$ cat src/rtl/sprite_pkg.sv
// Shared constants and types for the sprite motion table: keycodes,
// host write field codes, sweep FSM states and the empty-slot ID.
package sprite_pkg;

    // ID value that marks a slot as unused (default 4-bit ID width)
    localparam logic [3:0] EMPTY_ID = 4'hF;

    // USB HID keycodes that steer the player sprite
    localparam logic [7:0] KEY_W = 8'h1A;
    localparam logic [7:0] KEY_S = 8'h16;
    localparam logic [7:0] KEY_A = 8'h04;
    localparam logic [7:0] KEY_D = 8'h07;

    // Host write field selector
    typedef enum logic [1:0] {
        FIELD_POS  = 2'd0,
        FIELD_VEL  = 2'd1,
        FIELD_ID   = 2'd2,
        FIELD_RSVD = 2'd3
    } wr_field_e;

    // Sweep controller states
    typedef enum logic [1:0] {
        IDLE  = 2'd0,
        SWEEP = 2'd1,
        DONE  = 2'd2
    } state_e;

    // True when the keycode is one of the four movement keys
    function automatic logic is_move_key(input logic [7:0] code);
        case (code)
            KEY_W, KEY_S, KEY_A, KEY_D: is_move_key = 1'b1;
            default:                    is_move_key = 1'b0;
        endcase
    endfunction

endpackage

$ cat src/rtl/sprite_axis_step.sv
// One-axis position step: adds a signed velocity to an unsigned position,
// clamps the result into [0, MAX] and optionally reflects the velocity
// when a clamp happened. Purely combinational.
module sprite_axis_step #(
    parameter int W   = 10,
    parameter int VW  = 4,
    parameter int MAX = 624
) (
    input  logic [W-1:0]         pos,
    input  logic signed [VW-1:0] vel,
    input  logic                 bounce_en,
    output logic [W-1:0]         new_pos,
    output logic signed [VW-1:0] new_vel
);

    localparam logic signed [W+1:0]  MAX_S = (W+2)'(MAX);
    localparam logic [W-1:0]         MAX_P = W'(MAX);
    localparam logic signed [VW-1:0] V_MIN = {1'b1, {(VW-1){1'b0}}};
    localparam logic signed [VW-1:0] V_MAX = {1'b0, {(VW-1){1'b1}}};

    // Negation that maps the most negative value to the most positive one
    function automatic logic signed [VW-1:0] neg_sat(input logic signed [VW-1:0] v);
        if (v == V_MIN) begin
            neg_sat = V_MAX;
        end else begin
            neg_sat = -v;
        end
    endfunction

    logic signed [W+1:0] w_pos_ext;
    logic signed [W+1:0] w_vel_ext;
    logic signed [W+1:0] w_sum;
    logic                w_clamped;

    // Two guard bits keep the sum free of overflow for any pos/vel pair
    assign w_pos_ext = $signed({2'b00, pos});
    assign w_vel_ext = $signed({{(W+2-VW){vel[VW-1]}}, vel});
    assign w_sum     = w_pos_ext + w_vel_ext;

    // Clamp the stepped coordinate into the legal window
    always_comb begin
        if (w_sum[W+1]) begin
            new_pos   = '0;
            w_clamped = 1'b1;
        end else if (w_sum > MAX_S) begin
            new_pos   = MAX_P;
            w_clamped = 1'b1;
        end else begin
            new_pos   = w_sum[W-1:0];
            w_clamped = 1'b0;
        end
    end

    // Reflect the velocity on a clamp when bouncing is enabled
    always_comb begin
        if (bounce_en && w_clamped) begin
            new_vel = neg_sat(vel);
        end else begin
            new_vel = vel;
        end
    end

endmodule

$ cat src/rtl/sprite_motion_table.sv
// Per-frame sprite state engine. Holds position, velocity and ID for
// N_SPR slots, written by the host while idle. Each falling edge of vs
// sweeps the slots one per cycle, stepping live sprites with edge
// clamp/bounce; the PLAYER slot is steered by the USB keycode instead.
module sprite_motion_table
    import sprite_pkg::*;
#(
    parameter int N_SPR  = 16,
    parameter int XW     = 10,
    parameter int YW     = 10,
    parameter int VW     = 4,
    parameter int ID_W   = 4,
    parameter int X_MAX  = 624,
    parameter int Y_MAX  = 464,
    parameter int STEP   = 2,
    parameter int PLAYER = 0
) (
    input  logic                      Clk,
    input  logic                      Reset,
    input  logic                      vs,
    input  logic [7:0]                keycode,
    input  logic                      wr_en,
    output logic                      wr_ready,
    input  logic [$clog2(N_SPR)-1:0]  wr_idx,
    input  logic [1:0]                wr_field,
    input  logic [XW+YW-1:0]          wr_data,
    output logic [N_SPR*XW-1:0]       pos_x,
    output logic [N_SPR*YW-1:0]       pos_y,
    output logic [N_SPR*ID_W-1:0]     sprite_id,
    output logic                      busy,
    output logic                      done,
    output logic                      overrun,
    output logic [15:0]               frame_cnt
);

    localparam int                   IW         = $clog2(N_SPR);
    localparam logic [IW-1:0]        LAST_IDX   = IW'(N_SPR - 1);
    localparam logic [IW-1:0]        PLAYER_IDX = IW'(PLAYER);
    localparam logic [ID_W-1:0]      EMPTY      = {ID_W{1'b1}};
    localparam logic signed [VW-1:0] STEP_P     = VW'(STEP);
    localparam logic signed [VW-1:0] STEP_N     = VW'(-STEP);

    // Slot storage
    logic [XW-1:0]          r_pos_x [N_SPR];
    logic [YW-1:0]          r_pos_y [N_SPR];
    logic signed [VW-1:0]   r_vel_x [N_SPR];
    logic signed [VW-1:0]   r_vel_y [N_SPR];
    logic [ID_W-1:0]        r_id    [N_SPR];

    // Control
    state_e                 r_state;
    state_e                 w_state_nxt;
    logic [IW-1:0]          r_idx;
    logic                   r_vs_d;
    logic                   w_start;
    logic                   r_busy;
    logic                   r_done;
    logic                   r_ready;
    logic                   r_overrun;
    logic [15:0]            r_frame_cnt;
    logic                   w_busy_nxt;
    logic                   w_done_nxt;
    logic                   w_ready_nxt;
    logic                   w_wr_accept;

    // Datapath for the slot under update
    logic                   w_is_player;
    logic                   w_slot_live;
    logic                   w_bounce_en;
    logic signed [VW-1:0]   w_key_vx;
    logic signed [VW-1:0]   w_key_vy;
    logic signed [VW-1:0]   w_cur_vx;
    logic signed [VW-1:0]   w_cur_vy;
    logic [XW-1:0]          w_new_x;
    logic [YW-1:0]          w_new_y;
    logic signed [VW-1:0]   w_new_vx;
    logic signed [VW-1:0]   w_new_vy;

    // Frame start is the falling edge of vs against its one-cycle delay
    assign w_start     = r_vs_d & ~vs;
    assign w_wr_accept = wr_en & r_ready;

    // Capture vs for edge detection
    always_ff @(posedge Clk or posedge Reset) begin
        if (Reset) begin
            r_vs_d <= 1'b0;
        end else begin
            r_vs_d <= vs;
        end
    end

    // FSM state register
    always_ff @(posedge Clk or posedge Reset) begin
        if (Reset) begin
            r_state <= IDLE;
        end else begin
            r_state <= w_state_nxt;
        end
    end

    // FSM next-state logic
    always_comb begin
        w_state_nxt = r_state;
        case (r_state)
            IDLE: begin
                if (w_start) begin
                    w_state_nxt = SWEEP;
                end else begin
                    w_state_nxt = IDLE;
                end
            end
            SWEEP: begin
                if (r_idx == LAST_IDX) begin
                    w_state_nxt = DONE;
                end else begin
                    w_state_nxt = SWEEP;
                end
            end
            DONE:    w_state_nxt = IDLE;
            default: w_state_nxt = IDLE;
        endcase
    end

    // FSM outputs, decoded from the next state so they register in step with it
    always_comb begin
        w_busy_nxt  = 1'b0;
        w_done_nxt  = 1'b0;
        w_ready_nxt = 1'b0;
        case (w_state_nxt)
            IDLE:    w_ready_nxt = 1'b1;
            SWEEP:   w_busy_nxt  = 1'b1;
            DONE: begin
                w_done_nxt  = 1'b1;
                w_ready_nxt = 1'b1;
            end
            default: w_ready_nxt = 1'b1;
        endcase
    end

    // Registered status outputs, sweep index, frame counter and overrun flag
    always_ff @(posedge Clk or posedge Reset) begin
        if (Reset) begin
            r_busy      <= 1'b0;
            r_done      <= 1'b0;
            r_ready     <= 1'b1;
            r_idx       <= '0;
            r_frame_cnt <= 16'd0;
            r_overrun   <= 1'b0;
        end else begin
            r_busy  <= w_busy_nxt;
            r_done  <= w_done_nxt;
            r_ready <= w_ready_nxt;
            if (r_state == SWEEP) begin
                r_idx <= r_idx + {{(IW-1){1'b0}}, 1'b1};
            end else begin
                r_idx <= '0;
            end
            if (w_done_nxt) begin
                r_frame_cnt <= r_frame_cnt + 16'd1;
            end
            // A frame edge is lost whenever the controller is not idle
            if (w_start && (r_state != IDLE)) begin
                r_overrun <= 1'b1;
            end
        end
    end

    // Player velocity decoded from the held key
    always_comb begin
        w_key_vx = '0;
        w_key_vy = '0;
        if (is_move_key(keycode)) begin
            case (keycode)
                KEY_A:   w_key_vx = STEP_N;
                KEY_D:   w_key_vx = STEP_P;
                KEY_W:   w_key_vy = STEP_N;
                KEY_S:   w_key_vy = STEP_P;
                default: begin
                    w_key_vx = '0;
                    w_key_vy = '0;
                end
            endcase
        end else begin
            w_key_vx = '0;
            w_key_vy = '0;
        end
    end

    // Select the velocity fed to the steppers for the current slot
    always_comb begin
        w_is_player = (r_idx == PLAYER_IDX);
        w_slot_live = (r_id[r_idx] != EMPTY);
        w_bounce_en = ~w_is_player;
        if (w_is_player) begin
            w_cur_vx = w_key_vx;
            w_cur_vy = w_key_vy;
        end else begin
            w_cur_vx = r_vel_x[r_idx];
            w_cur_vy = r_vel_y[r_idx];
        end
    end

    sprite_axis_step #(
        .W   (XW),
        .VW  (VW),
        .MAX (X_MAX)
    ) u_step_x (
        .pos       (r_pos_x[r_idx]),
        .vel       (w_cur_vx),
        .bounce_en (w_bounce_en),
        .new_pos   (w_new_x),
        .new_vel   (w_new_vx)
    );

    sprite_axis_step #(
        .W   (YW),
        .VW  (VW),
        .MAX (Y_MAX)
    ) u_step_y (
        .pos       (r_pos_y[r_idx]),
        .vel       (w_cur_vy),
        .bounce_en (w_bounce_en),
        .new_pos   (w_new_y),
        .new_vel   (w_new_vy)
    );

    // Slot storage: host writes while idle, one slot updated per sweep cycle
    always_ff @(posedge Clk or posedge Reset) begin
        if (Reset) begin
            for (int i = 0; i < N_SPR; i++) begin
                r_pos_x[i] <= '0;
                r_pos_y[i] <= '0;
                r_vel_x[i] <= '0;
                r_vel_y[i] <= '0;
                r_id[i]    <= EMPTY;
            end
        end else if (w_wr_accept) begin
            case (wr_field_e'(wr_field))
                FIELD_POS: begin
                    r_pos_x[wr_idx] <= wr_data[XW-1:0];
                    r_pos_y[wr_idx] <= wr_data[XW+YW-1:XW];
                end
                FIELD_VEL: begin
                    r_vel_x[wr_idx] <= wr_data[VW-1:0];
                    r_vel_y[wr_idx] <= wr_data[2*VW-1:VW];
                end
                FIELD_ID:  r_id[wr_idx] <= wr_data[ID_W-1:0];
                default:   ;
            endcase
        end else if ((r_state == SWEEP) && w_slot_live) begin
            r_pos_x[r_idx] <= w_new_x;
            r_pos_y[r_idx] <= w_new_y;
            // The player's stored velocity is kept for when it stops being steered
            if (!w_is_player) begin
                r_vel_x[r_idx] <= w_new_vx;
                r_vel_y[r_idx] <= w_new_vy;
            end
        end
    end

    // Flatten slot storage onto the packed output buses
    for (genvar gi = 0; gi < N_SPR; gi++) begin : g_pack
        assign pos_x[gi*XW +: XW]         = r_pos_x[gi];
        assign pos_y[gi*YW +: YW]         = r_pos_y[gi];
        assign sprite_id[gi*ID_W +: ID_W] = r_id[gi];
    end

    assign wr_ready  = r_ready;
    assign busy      = r_busy;
    assign done      = r_done;
    assign overrun   = r_overrun;
    assign frame_cnt = r_frame_cnt;

endmodule

$ cat config.mk
export PLATFORM = sky130hd
export DESIGN_NAME = sprite_motion_table
export DESIGN_NICKNAME = d
export VERILOG_FILES = /design/src/rtl/sprite_pkg.sv /design/src/rtl/sprite_axis_step.sv /design/src/rtl/sprite_motion_table.sv
export SDC_FILE = /design/constraint.sdc
export NUM_CORES = 2
export LEC_CHECK = 0
export BUFFER_PORTS_ARGS = -buffer_cell sky130_fd_sc_hd__clkbuf_2
export CORE_MARGIN = 3
export CORE_UTILIZATION = 53
export DETAILED_ROUTE_END_ITERATION = 16
export GPL_ROUTABILITY_DRIVEN = 1
export GPL_TIMING_DRIVEN = 0
export PLACE_DENSITY = 0.84
export SYNTH_ARGS = -nofsm -noshare
export SYNTH_HDL_FRONTEND = slang
export SYNTH_SLANG_ARGS = --single-unit
$ cat constraint.sdc
create_clock -name Clk -period 43.3 [get_ports Clk]
set_clock_uncertainty 0.15 [all_clocks]
set_input_delay 8.66 -clock Clk [delete_from_list [all_inputs] [get_ports Clk]]
set_output_delay 8.66 -clock Clk [all_outputs]
set_load 0.005 [all_outputs]
# Word-level counts from Yosys, hierarchy flattened
# Cells that the tools add are included.
# W data, S select, Z words.
# word_totals
out_inout_bits	404
input_bits	38
regBits	539
word_cells	209
# classes
n_bitwise	6
addsub	6
mux	72
n_eq_ne	16
magnitude_cmp	6
reduce_logical	15
# op_table
op	count
$mux W160	6
$bwmux W160	4
$mux W64	8
$bwmux W64	5
$mux W10	10
$bmux W10 S4	2
$demux W10 S4	2
$mux W4	17
$bmux W4 S4	3
$demux W4 S4	2
$add A11 B4 Y12	2
$add A16 B1 Y16 const B	1
$eq A8 B3 Y1 const B	2
$eq A8 B5 Y1 const B	2
$pmux W4 S2	2
$eq A4 B4 Y1 const B	3
$gt A12 B10 Y1 const B	1
$gt A12 B11 Y1 const B	1
$ge A5 B5 Y1 const B	2
$lt A5 B1 Y1 const B	2
$not A4 Y5	2
$mux W1	9
$neg A4 Y4	2
$eq A2 B1 Y1 const B	3
16 further kinds	28

# Depth between registers and ports, before layout
# depth
depth_word	15
ltp_mapped	23
ltp_nobuf	17

# Modules after synthesis
# A second synthesis with hierarchy kept.
# unflattened
cells_unflattened	3895
hier_area_um2	36341.1
# modules_own_cells
mod	area_each_um2	seq_area_each_um2	cells_per_inst	instances
sprite_motion_table	34708.3	13569.3	3682	1
sprite_axis_step (u_step_x)	870.8	0.0	117	1
sprite_axis_step (u_step_y)	762.0	0.0	96	1

# Worst setup path before layout
# OpenSTA, ideal clock, no wires.
# synth_timing
path_type	in2reg
from	in keycode[3]
to	reg r_vel_x[1] (netlist bit)
setup_slack_ps	30608
setup_ps	142
required_time_ps	43008
path_buffers	2
stages	15
t_arrival_ps	12401
path_cell_list	nor3b_1 nand3_1 nor3_1 o31a_1 ha_1 a2111oi_0 o21ai_0 a311oi_1 nor2_1 xnor2_1 a2bb2oi_2 buf_4 o41ai_2 buf_2 o221ai_1
# synth_between
elab_chain_cells	15
word_cells_on_any_way	22
cone_classes	2 x add/sub; 1 x order compare; 5 x eq/ne; 12 x mux; 2 x reduce/logical
# synth_lines
item	line	rtl
start, declared	sprite_motion_table.sv:21	input logic [7:0] keycode,
$eq A8 B5 Y1 / $eq A8 B3 Y1 (equally long branches)	sprite_pkg.sv:31, sprite_motion_table.sv:173	
$reduce_or A4 Y1	sprite_pkg.sv:31	case (code)
$mux W1	sprite_pkg.sv:31	
$mux W4 (*)	sprite_motion_table.sv:172	if (is_move_key(keycode)) begin
$mux W4 (*)	sprite_motion_table.sv:194	if (w_is_player) begin
$add A11 B4 Y12	sprite_axis_step.sv:38	assign w_sum = w_pos_ext + w_vel_ext;
$gt A12 B11 Y1	sprite_axis_step.sv:45	end else if (w_sum > MAX_S) begin
$mux W1	sprite_axis_step.sv:45	
$mux W1	sprite_axis_step.sv:42	if (w_sum[W+1]) begin
$logic_and A1 B1 Y1	sprite_axis_step.sv:56	if (bounce_en && w_clamped) begin
$mux W4 (*)	sprite_axis_step.sv:56	
$bwmux W64 (*)	sprite_motion_table.sv:255	r_vel_x[r_idx] <= w_new_vx;
$mux W64 (*)	sprite_motion_table.sv:254	if (!w_is_player) begin
$mux W64 (*)	sprite_motion_table.sv:250	end else if ((r_state == SWEEP) && w_slot_live) begin
$mux W64 (*)	sprite_motion_table.sv:237	end else if (w_wr_accept) begin
end signal, assigned by index	sprite_motion_table.sv:244	r_vel_x[wr_idx] <= wr_data[VW-1:0];
end signal, assigned by index	sprite_motion_table.sv:255	
end, declared	sprite_motion_table.sv:46	logic signed [VW-1:0] r_vel_x [N_SPR];
# Mark *: on every way between the ends. The rest lies on a longest branch, timed or not. The select of a mux whose other input is x is not followed.
# A chain may end at the register's enable or synchronous reset.

# Final worst setup path
# layout_timing
from	in keycode[5]
to	reg r_pos_x (netlist bit pos_x[159])
# layout_between
elab_chain_cells	12
word_cells_on_any_way	16
cone_classes	1 x add/sub; 1 x order compare; 4 x eq/ne; 9 x mux; 1 x reduce/logical
# layout_lines
item	line	rtl
$eq A8 B5 Y1 / $eq A8 B3 Y1 (equally long branches)	sprite_pkg.sv:31, sprite_motion_table.sv:173	
$reduce_or A4 Y1	sprite_pkg.sv:31	
$mux W1	sprite_pkg.sv:31	
$mux W4 (*)	sprite_motion_table.sv:172	
$mux W4 (*)	sprite_motion_table.sv:194	
$add A11 B4 Y12 (*)	sprite_axis_step.sv:38	
$gt A12 B11 Y1	sprite_axis_step.sv:45	
$mux W10	sprite_axis_step.sv:45	
$mux W10 (*)	sprite_axis_step.sv:42	
$bwmux W160 (*)	sprite_motion_table.sv:251	r_pos_x[r_idx] <= w_new_x;
$mux W160 (*)	sprite_motion_table.sv:250	
$mux W160 (*)	sprite_motion_table.sv:237	
end signal, assigned by index	sprite_motion_table.sv:240	r_pos_x[wr_idx] <= wr_data[XW-1:0];
end signal, assigned by index	sprite_motion_table.sv:251	
end, declared	sprite_motion_table.sv:44	logic [XW-1:0] r_pos_x [N_SPR];
# Marked as above.

==> metrics.txt <==
status finished with violations; failing checks capacitance limit, slew limit; Routed Antenna Nets 0; post-CTS sizing 0; Final Worst Setup Slack 28.87 ns; Ys Warns 0; endpoint class of the critical path flip-flop; Synth Flop Type dfrtp_1; number of CTS-inserted buffers 59; Syn Inst Count 2794; clk buf depth 3; RSZ-0062 raised after global routing no; Initial Util 0.5424; Total Routing Usage GR 0.4738; total gr overflow 0; H-tree lvl count 2; core area 53180 um2; cts hold-fix bufs 0; # IOs 442; Rows 84; WL/cell 34.00 um; starting DRC count in detailed routing 5203; Arr. time, crit path 14.82 ns; initial antenna violation count 17; WP data required 43.69 ns; Multi-input gate area 14140 um2; drc violations 0; number of port buffers 425; Pwr Density 92.88 nW/um2; Root Buffer clkbuf_16; Leak 14.81 nW; vias in the first global route 28410; Post-Syn Area 28850 um2; Via density 7.404; fin crit share 0.3332; Fin Setup TNS 0 ns; Setup crit start kind primary input; final-report max-slew violation count 22; worst IR drop on VDD 0.05762 mV; FF/Latch Area 13570 um2; Synth cell types 80; first-pass GRT wire length 195.7 mm; Slew HR -0.009542; max-cap viol count 2; dpl cells 3911; syn_nets 2864; Area growth, synth to finish 18.34%; fraction of registers with async set/reset 1.000; width of the die 239.3 um; fmax 0.06931 GHz; HPWL after DPL 101.7 mm; Die Y 239.3 um; measured slew at the worst slew-check pin 1.514 ns; commonest non-fill, non-tap cell in the layout nand2_1; hold crit path type flip-flop to flip-flop; setup violators final 0; Final Hold Violating Endpoints 0; Period minus WS final 14.43 ns; largest net degree at the start of global routing 133; CTS tree yes; Synth Register Bits 539; clk sinks 539; die area 57260 um2; sequential fraction of the synthesis area 0.4704; Final nets 3355; Fill cells 4283; crit-path max FO 14; DRT Wirelength 137.2 mm; gpl congestion 1.122; Post-synth EDFFs 0; layout cells sized above 1 0.2579; clk slew on worst S/H paths 0.06 ns; drt first pass iters 7; worst slack at placement 28.50 ns; Mean Syn Cell Area 10.32 um2; via count 29870; most frequent cells in the layout nand2_1, dfrtp_1, clkbuf_2, o21ai_0, clkbuf_1; Final Util 0.6419; post-CTS setup-driven buffer insertion count 0; Setup CP Type primary input to flip-flop; Worst-Skew Late Latency 0.66 ns; Post-Layout Cell Count 4034
==> cell type report <==
| type | instances | area share |
|---|---|---|
| well taps | 688 | 0.02522 |
| plain buffers | 265 | 0.03134 |
| flip-flops and latches | 539 | 0.3975 |
| diodes | 11 | 0.0008064 |
| inverters | 21 | 0.002529 |
| clock inverters | 28 | 0.009420 |
| multi-input cells | 1969 | 0.4141 |
| clock buffers | 83 | 0.05308 |
| repair buffers | 430 | 0.06598 |
==> Yosys cell counts (all sizes together), types with 3 or more instances <==
library cell / number / area [um2]
o31a: 4 / 35.03
nor2: 145 / 544.3
nand3: 53 / 265.3
xor2: 9 / 78.83
a32o: 3 / 30.03
mux4: 135 / 3040
dfstp: 65 / 1708
nor3: 20 / 110.1
a21o: 4 / 30.03
o31ai: 16 / 120.1
nand2: 484 / 1819
mux2i: 7 / 70.07
a211oi: 9 / 80.08
inv: 21 / 78.83
or3: 4 / 30.03
nand2b: 11 / 68.82
clkbuf: 195 / 733.2
nor3b: 5 / 37.54
nor2b: 11 / 68.82
ha: 30 / 375.4
dfrtp: 474 / 11860
a22o: 123 / 1077
o21bai: 4 / 30.03
o21ai: 378 / 1892
a221o: 18 / 180.2
xnor2: 27 / 236.5
mux2: 70 / 788.3
a22oi: 85 / 638.1
o22a: 29 / 254.0
nand4: 26 / 162.7
o21a: 6 / 45.04
a2bb2oi: 13 / 120.1
buf: 70 / 335.3
o221ai: 65 / 575.6
a21oi: 56 / 280.3
and2: 7 / 43.80
a32oi: 65 / 576.8
and3: 8 / 50.05
o22ai: 4 / 31.28
or4: 3 / 22.52
==> metrics by stage <==
stage	hold WS [ns]	power (mW)	area [um2]
2_1_floorplan	0.2908	1.754	28850
3_3_place_gp	0.3104	2.457	31830
3_5_place_dp	0.3152	2.478	31950
4_1_cts	0.3367	3.034	34080
5_1_grt	0.3516	3.225	34110
6_report	0.3339	3.170	34140
==> flip-flops by register name, indices dropped and copies added, names as in the netlist <==
| register | count |
|---|---|
| r_vs_d | 1 |
| r_state | 2 |
| r_vel_y | 64 |
| r_idx | 4 |
| pos_y | 160 |
| wr_ready | 1 |
| done | 1 |
| busy | 1 |
| r_vel_x | 64 |
| overrun | 1 |
| sprite_id | 64 |
| frame_cnt | 16 |
| pos_x | 160 |
==> per-layer routing <==
metal | vias to the layer above | part of all wire | GRT usage
met1 | 14250 | 0.32 | 0.5635
met4 | 6 | 0.11 | 0.3936
met3 | 952 | 0.16 | 0.2037
li1 | 11480 | - | -
met2 | 3179 | 0.41 | 0.6653
met5 | - | 0.00030 | 0
==> kinds of logic after synthesis <==
group / synth area share
AOI/OAI and AO/OA: 0.2146
adders and majority gates: 0.01440
and+or+nand+nor: 0.1147
muxes: 0.1352
xor gates and xnor gates: 0.01093
DFF: 0.4704
buffers and inverters: 0.03978
==> final timing paths <==
path,startpoint,end,slack (ns),depth (start not counted)
hold / removal,frame_cnt[15],frame_cnt[15],0.33,1
setup / recovery,keycode[5],pos_x[159],28.87,15
setup reg to reg,r_idx[1],pos_x[159],33.39,17
max in group asynchronous,Reset,pos_y[63],33.11,5
min in group asynchronous,Reset,pos_x[6],7.97,2
hold reg to reg,frame_cnt[15],frame_cnt[15],0.33,1
==> where the power goes <==
part           internal (mW)  leakage, nW  switching (mW)
Clock                  0.327         1.07           0.229
Sequential             0.661         7.01           0.164
Combinational          0.559         6.73            1.23
Total                   1.55         14.8            1.62
==> critical path, cell delays in order <==
cell and delay [ns]:
clkbuf_2 0.09, nor3_1 0.46, nand3_1 0.14, nor3_1 0.65, o31a_1 0.79, ha_1 0.45, a2111oi_0 0.39, o21ai_0 0.25
a311oi_1 0.45, o21bai_1 0.22, xnor2_2 0.81, nand2_1 0.53, clkbuf_1 0.37, o22a_1 0.32, o21ai_0 0.23
Note: power is estimated with default switching activity, not from simulation.
